## src/rtl/sr_seq_pkg.sv

```systemverilog
// Shared types and constants for the SR latch sequencer.
//   state_t  : sequencer FSM states
//   OP_SET   : command value driving Q to 1
//   OP_RESET : command value driving Q to 0
package sr_seq_pkg;

    typedef enum logic [1:0] {
        IDLE   = 2'd0,
        PULSE  = 2'd1,
        SETTLE = 2'd2,
        CHECK  = 2'd3
    } state_t;

    localparam logic OP_SET   = 1'b1;
    localparam logic OP_RESET = 1'b0;

endpackage

```

## src/rtl/rr_arbiter.sv

```systemverilog
// Combinational round-robin arbiter: grants the first set request bit at or
// after ptr, searching upward and wrapping.
//   req     : request vector
//   ptr     : search start index
//   gnt     : one-hot grant (zero when no request)
//   gnt_idx : index of the granted bit (zero when no request)
//   any     : at least one request is pending
module rr_arbiter #(
    parameter int unsigned NREQ = 4,
    parameter int unsigned IdxW = $clog2(NREQ)
) (
    input  logic [NREQ-1:0] req,
    input  logic [IdxW-1:0] ptr,
    output logic [NREQ-1:0] gnt,
    output logic [IdxW-1:0] gnt_idx,
    output logic            any
);

    logic [IdxW-1:0] cand;

    always_comb begin
        gnt_idx = '0;
        any     = 1'b0;
        cand    = '0;
        for (int unsigned k = 0; k < NREQ; k++) begin
            cand = IdxW'((32'(ptr) + k) % NREQ);
            if (!any && req[cand]) begin
                any     = 1'b1;
                gnt_idx = cand;
            end
        end
        gnt = any ? (NREQ'(1) << gnt_idx) : '0;
    end

endmodule

```

## src/rtl/sr_latch_sequencer.sv

```systemverilog
// Shares one SR latch between NREQ requesters. Requests are arbitrated
// round-robin; the winner's command is applied as a PULSE_W-cycle S or R pulse,
// followed by SETTLE_W idle cycles, then the synchronized Q is checked and the
// requester acknowledged. S and R are never driven together.
//   clk, rst_n : clock, async active-low reset
//   req, op    : per-requester request and command (1 = set, 0 = reset)
//   q_in       : latch Q, asynchronous to clk
//   s_out/r_out: latch drives (registered)
//   ack, err   : one-cycle completion pulse (one-hot) and mismatch flag
//   busy       : not in IDLE
//   q_state    : synchronized Q
module sr_latch_sequencer
    import sr_seq_pkg::*;
#(
    parameter int unsigned NREQ     = 4,
    parameter int unsigned PULSE_W  = 2,
    parameter int unsigned SETTLE_W = 2
) (
    input  logic            clk,
    input  logic            rst_n,
    input  logic [NREQ-1:0] req,
    input  logic [NREQ-1:0] op,
    input  logic            q_in,
    output logic            s_out,
    output logic            r_out,
    output logic [NREQ-1:0] ack,
    output logic            err,
    output logic            busy,
    output logic            q_state
);

    localparam int unsigned MaxW = (PULSE_W > SETTLE_W) ? PULSE_W : SETTLE_W;
    localparam int unsigned CntW = $clog2(MaxW + 1);
    localparam int unsigned IdxW = $clog2(NREQ);

    if (NREQ < 2) begin : g_chk_nreq
        $error("NREQ must be at least 2");
    end
    if (PULSE_W < 1) begin : g_chk_pulse
        $error("PULSE_W must be at least 1");
    end
    if (SETTLE_W < 2) begin : g_chk_settle
        $error("SETTLE_W must be at least 2");
    end

    state_t          state_q, state_d;
    logic [CntW-1:0] cnt_q, cnt_d;
    logic [IdxW-1:0] ptr_q, ptr_d;
    logic [IdxW-1:0] idx_q, idx_d;
    logic            tgt_q, tgt_d;
    logic [1:0]      sync_q;
    logic            s_q, s_d, r_q, r_d, err_q, err_d, busy_q, busy_d;
    logic [NREQ-1:0] ack_q, ack_d;

    logic [NREQ-1:0] gnt;
    logic [IdxW-1:0] gnt_idx;
    logic            any;

    rr_arbiter #(
        .NREQ (NREQ),
        .IdxW (IdxW)
    ) u_arb (
        .req     (req),
        .ptr     (ptr_q),
        .gnt     (gnt),
        .gnt_idx (gnt_idx),
        .any     (any)
    );

    always_comb begin
        state_d = state_q;
        cnt_d   = cnt_q;
        ptr_d   = ptr_q;
        idx_d   = idx_q;
        tgt_d   = tgt_q;
        unique case (state_q)
            IDLE: begin
                if (any) begin
                    idx_d   = gnt_idx;
                    tgt_d   = |(op & gnt);
                    cnt_d   = '0;
                    state_d = PULSE;
                end
            end
            PULSE: begin
                if (cnt_q == CntW'(PULSE_W - 1)) begin
                    cnt_d   = '0;
                    state_d = SETTLE;
                end else begin
                    cnt_d = cnt_q + CntW'(1);
                end
            end
            SETTLE: begin
                if (cnt_q == CntW'(SETTLE_W - 1)) begin
                    cnt_d   = '0;
                    state_d = CHECK;
                end else begin
                    cnt_d = cnt_q + CntW'(1);
                end
            end
            CHECK: begin
                ptr_d   = (idx_q == IdxW'(NREQ - 1)) ? '0 : idx_q + IdxW'(1);
                cnt_d   = '0;
                state_d = IDLE;
            end
            default: state_d = IDLE;
        endcase
    end

    // Outputs are registered from the current state, so they trail it by one
    // cycle; S and R are mutually exclusive by construction on tgt_q.
    always_comb begin
        s_d    = (state_q == PULSE) && (tgt_q == OP_SET);
        r_d    = (state_q == PULSE) && (tgt_q == OP_RESET);
        ack_d  = (state_q == CHECK) ? (NREQ'(1) << idx_q) : '0;
        err_d  = (state_q == CHECK) && (sync_q[1] != tgt_q);
        busy_d = (state_d != IDLE);
    end

    always_ff @(posedge clk or negedge rst_n) begin
        if (!rst_n) begin
            state_q <= IDLE;
            cnt_q   <= '0;
            ptr_q   <= '0;
            idx_q   <= '0;
            tgt_q   <= 1'b0;
            sync_q  <= '0;
            s_q     <= 1'b0;
            r_q     <= 1'b0;
            ack_q   <= '0;
            err_q   <= 1'b0;
            busy_q  <= 1'b0;
        end else begin
            state_q <= state_d;
            cnt_q   <= cnt_d;
            ptr_q   <= ptr_d;
            idx_q   <= idx_d;
            tgt_q   <= tgt_d;
            sync_q  <= {sync_q[0], q_in};
            s_q     <= s_d;
            r_q     <= r_d;
            ack_q   <= ack_d;
            err_q   <= err_d;
            busy_q  <= busy_d;
        end
    end

    assign s_out   = s_q;
    assign r_out   = r_q;
    assign ack     = ack_q;
    assign err     = err_q;
    assign busy    = busy_q;
    assign q_state = sync_q[1];

endmodule

```

## config.mk

```make
export PLATFORM = sky130hd
export DESIGN_NAME = sr_latch_sequencer
export DESIGN_NICKNAME = d
export VERILOG_FILES = /design/src/rtl/sr_seq_pkg.sv /design/src/rtl/rr_arbiter.sv /design/src/rtl/sr_latch_sequencer.sv
export SDC_FILE = /design/constraint.sdc
export NUM_CORES = 1
export LEC_CHECK = 0
export CAP_MARGIN = 20
export CORE_UTILIZATION = 51
export DETAILED_ROUTE_END_ITERATION = 8
export DONT_BUFFER_PORTS = 1
export GPL_TIMING_DRIVEN = 1
export PLACE_DENSITY_LB_ADDON = 0.12
export SETUP_SLACK_MARGIN = 0.15
export SYNTH_ARGS = -nofsm -noshare
export SYNTH_HDL_FRONTEND = slang
export SYNTH_HIERARCHICAL = 1
export SYNTH_SLANG_ARGS = --single-unit
```

## constraint.sdc

```tcl
create_clock -name clk -period 1.6 [get_ports clk]
set_input_delay 0.48 -clock clk [delete_from_list [all_inputs] [get_ports clk]]
set_output_delay 0.48 -clock clk [all_outputs]
set_load 0.01 [all_outputs]
```

==> results.md, run 1 <==
- Status: finished clean
- RSZ-0062 raised after global routing: true
- First-pass iteration count of the detailed router: 4
- Clock Tree Root: clkbuf_4
- Leak: 0.554 nW
- Crit-path max cell delay: 0.45 ns
- Pwr/cell area: 1700 nW/um^2
- Sum Neg Setup Slack: 0 ns
- Inserted Diodes: 0
- WP data required: 1.78 ns
- Reg area: 475 sq um
- Vias per cell: 5.20
- # DRC: 0
- Area grow syn2layout: 11.2%
- Top-area cell type share of the netlist area: 46.2%
- Iteration-0 DRC Markers: 11
- Rows: 15
- CP max-delay cell: dfrtp_1
- Share of cells above drive strength 1: 19.8%
- WS Path Type: register to register
- Worst Path Max Fanout: 8
- Skew final: 0.00113 ns
- Setup ws final: 0.168 ns
- Fin crit share: 89.5%
- Largest net degree at the start of global routing: 20
- Yosys top cell by area: dfrtp_1
- All-Layer GR Usage: 17.9%
- Total CTS buffers: 3
- CTS tree: yes
- Top cells by area, synth: dfrtp_1 (46%), ha_1 (11%), mux2_2 (4.4%)
- First-pass GRT wire length: 2.70 mm
- Die Area: 2200 sq um
- CTS sink cnt: 19
- Min-delay worst type: primary input to register
- F_max: 0.699 GHz
- H-tree depth: 1
- Final HPWL DP: 1.31 mm
- Sum of buffers and inverters on the critical path: 1
- DRT antenna net count: 0
- Hold slack final: 0.209 ns
- Worst-skew pair later-pin latency: 0.29 ns
- Mapped Nets: 118
- CP top delay family: compound AO/OA/AOI/OAI gates
- VDD IR-drop max: 0.985 mV
- Worst Setup Start Kind: register
- Post-synthesis register bit count: 19
- Max capacitance violation total: 0
- Clk slew on worst S/H paths: 0.10 ns
- Core area: 1800 sq um
- Area of the multi-input gates: 526 sq um
- Register area share after synthesis: 46.2%
- Post-synthesis instance total: 98
- Initial antenna violation count: 0
- WL/cell: 13.4 microns
- I/O pin total: 20
- Critical-path cell list: buf_4 -> nor2_1 -> a221oi_1 -> nor2b_1 -> a221oi_2 -> o21ai_1
- DR vias: 681
- Synth unique cells: 32
- Die width: 46.9 microns
- WP data arrival: 1.61 ns
- Hold Vio Cnt, Final: 0
- Mapped cell area: 1030 sq um
- Worst-margin pin slew: 0.833 ns
- Chip Height: 46.9 microns
- NumNets Final: 127
- Number of port buffers: 0
- Vias in the first global route: 571
- Global route overflow: 0
- Synth warn: 6
- Slew Viols, Final: 0
- GPL Wtd Cong: 0.852
- Setup crit end kind: register
- Final Critical Period: 1.43 ns
- Relative slew slack: 44.3%
- Routed wire length: 1.75 mm
- Pre-CTS setup slack: 0.0470 ns
- Deepest clock path buffer count: 2
- Filler cell count: 160
- Starting Density: 57.1%
- Final Setup Violations: 0
- Synth Area per Inst: 10.5 sq um
-- path summary, 6_finish.rpt --
kind / endpoint / slack, ns / start / cells past startpoint
min reg2reg: sync_q[1] / 0.39 / sync_q[0] / 0
min: sync_q[0] / 0.21 / q_in / 0
max reg2reg: tgt_q / 0.17 / ptr_q[1] / 6
min in group asynchronous: tgt_q / 0.72 / rst_n / 1
max: tgt_q / 0.17 / ptr_q[1] / 6
max in group asynchronous: err / 0.36 / rst_n / 1
-- metrics by stage --
step                      cells  power [W]  cell area (sq um)  utilization, %
after floorplan              98    0.00142               1030               -
after global placement      123    0.00158               1060            59.0
after detailed placement    123    0.00161               1060            59.0
after CTS                   128    0.00189               1120            62.1
after global routing        131    0.00211               1140            63.5
final                       131    0.00194               1140            63.5
-- layout make-up --
cell class                 count  area share (%)
sequential                    19            41.6
inverter                      10            3.28
tap                           25            2.74
multi-input combinational     67            46.0
clock buffer                   4            2.30
timing repair buffer           6            4.16
-- repair_timing --
item | CTS | global route
setup endpoints to repair | 1 | 2
pin swaps | 1 | 0
gates resized for setup | 4 | 1
hold buffers | 1 | 0
endpoints found under the hold margin | 19 | 0
buffers inserted | 0 | 3
-- logic make-up (layout without fill, tap and decap cells) --
family	Yosys count	in the layout	share of synthesized area, %
AND/OR/NAND/NOR	30	30	15.8
AO/OA/AOI/OAI	22	22	15.9
flip-flops	19	19	46.2
buffers and inverters	12	20	4.87
adder cells (fa/ha/maj)	9	9	10.9
multiplexers	5	5	5.35
XOR/XNOR	1	1	0.852
-- where the power goes --
group	internal, W	switching (W)
combinational	0.000465	0.000438
clock	0.0000968	0.000140
sequential	0.000635	0.000165
total	0.00120	0.000743
-- synth_stat cells --
master,n
a211o_1,1
mux2i_1,1
a22o_1,1
o21ai_0,3
o21a_1,1
nand2b_2,1
nand2b_4,1
a21oi_1,5
a211oi_2,2
mux2_2,4
o211a_1,1
buf_4,1
o2111ai_1,1
a221oi_1,2
dfrtp_1,19
a211oi_1,1
nor3_1,2
o21ai_1,1
a21boi_0,1
ha_1,9
nand2_1,5
nor2b_1,1
buf_2,1
and2_1,6
nand3_1,1
inv_1,10
a21oi_2,1
xor2_1,1
nand3b_1,1
nor2_1,8
nand2b_1,4
a311oi_1,1
-- registers in the layout (all words and copies together), names as in the netlist --
name / flops
ack: 4
cnt_q: 2
idx_q: 2
ptr_q: 2
state_q: 2
sync_q: 2
busy: 1
err: 1
r_out: 1
s_out: 1
tgt_q: 1
-- placed cells by master, fill, tap and decap left out, types with 2 or more instances in the layout --
cell / instances
dfrtp_1: 19
inv_1: 10
nor2_1: 8
ha_1: 8
and2_1: 6
a21oi_1: 5
nand2_1: 5
buf_4: 5
mux2_2: 4
nand2b_1: 3
clkbuf_4: 3
nand2b_4: 2
a211oi_2: 2
o21ai_1: 2
o21ai_0: 2
nor3_1: 2
-- routing by layer --
layer  part of all wire, %  wire length, microns  GRT usage [%]  vias to the layer above
li1                      -                     -              -                      353
met1                    49                   865           26.9                      317
met2                    48                   847           26.4                       11
met3                   2.2                    39           4.62                        0
met4                     0                     0           3.43                        0
met5                     0                     0              0                        -
Note: power is estimated with default switching activity, not from simulation.
==> run 2, diff against run 1 <==
--- a/config.mk
+++ b/config.mk
@@ -10,6 +10,7 @@
 export DETAILED_ROUTE_END_ITERATION = 8
 export DONT_BUFFER_PORTS = 1
 export GPL_TIMING_DRIVEN = 1
+export MAX_ROUTING_LAYER = met4
 export PLACE_DENSITY_LB_ADDON = 0.12
 export SETUP_SLACK_MARGIN = 0.15
 export SYNTH_ARGS = -nofsm -noshare
==> results.md, run 2 (same netlist as run 1, synthesis figures left out) <==
- Sw frac: 39.2% (+0.94 points)
- Chip Height: 46.9 microns (unchanged)
- Combinational fraction of design power: 46.5% (about the same)
- DRT antenna net count: 0 (unchanged)
- Leak: 0.545 nW (-1.5%)
- Total CTS buffers: 3 (unchanged)
- Fin crit share: 95.4% (+5.9 points)
- Worst Setup Start Kind: register
- Clk slew on worst S/H paths: 0.10 ns (about the same)
- Starting Density: 57.1% (unchanged)
- NumNets Final: 125 (-1.6%)
- FF-to-FF path depth: 6 (unchanged)
- Most common cell after layout, fill and taps aside: dfrtp_1
- Worst-margin pin slew: 0.817 ns (-0.0167 ns)
- Relative slew slack: 45.4% (+1.1 points)
- VDD IR-drop max: 0.805 mV (-18%)
- Global route overflow: 0 (unchanged)
- Die Area: 2200 sq um (unchanged)
- DR vias: 691 (+1.5%)
- Iteration-0 DRC Markers: 5 (-6)
- Status: finished clean
- WS Path Type: register to register
- Net Switching: 0.000764 W (+2.9%)
- WP data arrival: 1.72 ns (+0.11 ns)
- Internal power: 0.00118 W (-1.1%)
- Placed Area: 1060 sq um (unchanged)
- Vias per cell: 5.36 (+3.0%)
- Skew final: 0.00487 ns (+0.00374 ns)
- CTS sink cnt: 19 (unchanged)
- Inserted Diodes: 0 (unchanged)
- WL/cell: 14.6 microns (+9.1%)
- H-tree depth: 1 (unchanged)
- Core area: 1800 sq um (unchanged)
- All-Layer GR Usage: 20.2% (+2.2 points)
- Hold Vio Cnt, Final: 0 (unchanged)
- Routed wire length: 1.88 mm (+7.5%)
- I/O pin total: 20 (unchanged)
- Setup ws final: 0.0735 ns (-0.0950 ns)
- Total power: 0.00195 W (+0.46%)
- Final Critical Period: 1.53 ns (+0.0950 ns)
- CP Capture Point: tgt_q
- Clock share of power: 12.2% (about the same)
- Vias in the first global route: 628 (+10%)
- Crit Reg-Reg Startpoint: ptr_q[0]
- WP data required: 1.79 ns (about the same)
- Pwr/cell area: 1710 nW/um^2 (+0.79%)
- Rows: 15 (unchanged)
- First-pass GRT wire length: 2.92 mm (+7.9%)
- Deepest clock path buffer count: 2 (unchanged)
- Crit path from: ptr_q[0]
- Max capacitance violation total: 0 (unchanged)
- Number of port buffers: 0 (unchanged)
- Area grow syn2layout: 10.8%
- First-pass iteration count of the detailed router: 4 (unchanged)
- Pre-CTS setup slack: 0.0323 ns (-0.0148 ns)
- Hold depth: 0 (unchanged)
- Setup crit end kind: register
- CTS tree: yes
- GPL Wtd Cong: 0.898 (+5.4%)
- Final HPWL DP: 1.26 mm (-3.1%)
- Sequential power share: 41.3% (about the same)
- Initial antenna violation count: 0 (unchanged)
- Share of cells above drive strength 1: 20.2% (+0.38 points)
- # DRC: 0 (unchanged)
- F_max: 0.655 GHz (-6.2%)
- Max reg flops: 4 (unchanged)
- Worst-skew pair later-pin latency: 0.30 ns (about the same)
- Sum Neg Setup Slack: 0 ns (unchanged)
- RR Endpoint: tgt_q
- Setup slack, reg-to-reg: 0.07 ns (-0.10 ns)
- Final Setup Violations: 0 (unchanged)
- Slew Viols, Final: 0 (unchanged)
- RSZ-0062 raised after global routing: true
- Fin area: 1140 sq um (-0.33%)
- Largest net degree at the start of global routing: 20 (unchanged)
- Worst Path Max Fanout: 6 (-2)
- Most frequent cells in the layout: dfrtp_1 (18), inv_1 (10), nor2_1 (8), ha_1 (8), and2_1 (6)
- Die width: 46.9 microns (unchanged)
- Clock Tree Root: clkbuf_4
- Min-delay worst type: primary input to register
==> run 2: cell count changes in the layout (fill, tap and decap cells not counted), sizes merged <==
cell,before,now
buf,5,3
==> run 2: power by group through the flow <==
stage               clock (W)  sequential [W]  combinational [W]
floorplan                   0        0.000767           0.000655
detailed placement          0        0.000810           0.000789
global route         0.000271        0.000827            0.00102
CTS                  0.000246        0.000803           0.000865
global placement            0        0.000802           0.000790
finish               0.000238        0.000804           0.000905
==> run 2: timing repair <==
item,in CTS,in global routing
buffers inserted,0,1
endpoints found under the setup margin,1,2
gates cloned,0,0
endpoints found under the hold margin,19,0
pin swaps,1,0
resized for setup,6,2
hold buffers,1,0
==> run 2: layout make-up <==
class                   count  area, sq um
fillers                   155          662
multi-input cells          67          532
repair buffers              4         36.3
well taps                  25         31.3
inverters                  10         37.5
clock buffers               4         26.3
flip-flops and latches     19          477
==> run 2: worst min path at each step <==
stage,start,slack [ns],end
finish,q_in,0.20,sync_q[0]
global route,q_in,0.18,sync_q[0]
CTS,q_in,0.20,sync_q[0]
detailed placement,rst_n,0.18,tgt_q
global placement,rst_n,0.18,idx_q[1]
floorplan,rst_n,0.18,ack[0]
==> run 2: metal layers <==
layer | global-route usage [%] | wire length [microns] | vias up
li1 | - | - | 343
met1 | 25.1 | 886 | 328
met2 | 32.2 | 922 | 16
met3 | 4.62 | 53 | 4
met4 | 6.86 | 21 | 0
met5 | - | 0 | -
==> run 2: metrics by stage <==
stage,cells,hold WS [ns],util [%]
2_1_floorplan,98,0.184,-
3_3_place_gp,123,0.185,59.0
3_5_place_dp,123,0.185,59.0
4_1_cts,128,0.198,62.6
5_1_grt,129,0.176,63.3
6_report,129,0.199,63.3
==> run 2: worst max-delay path, stage by stage (launching register included) <==
cell,delay (ns)
dfrtp_2,0.46
nand2b_4,0.16
a311oi_2,0.26
nor2_1,0.06
a22o_1,0.21
a221oi_2,0.18
o21ai_1,0.08
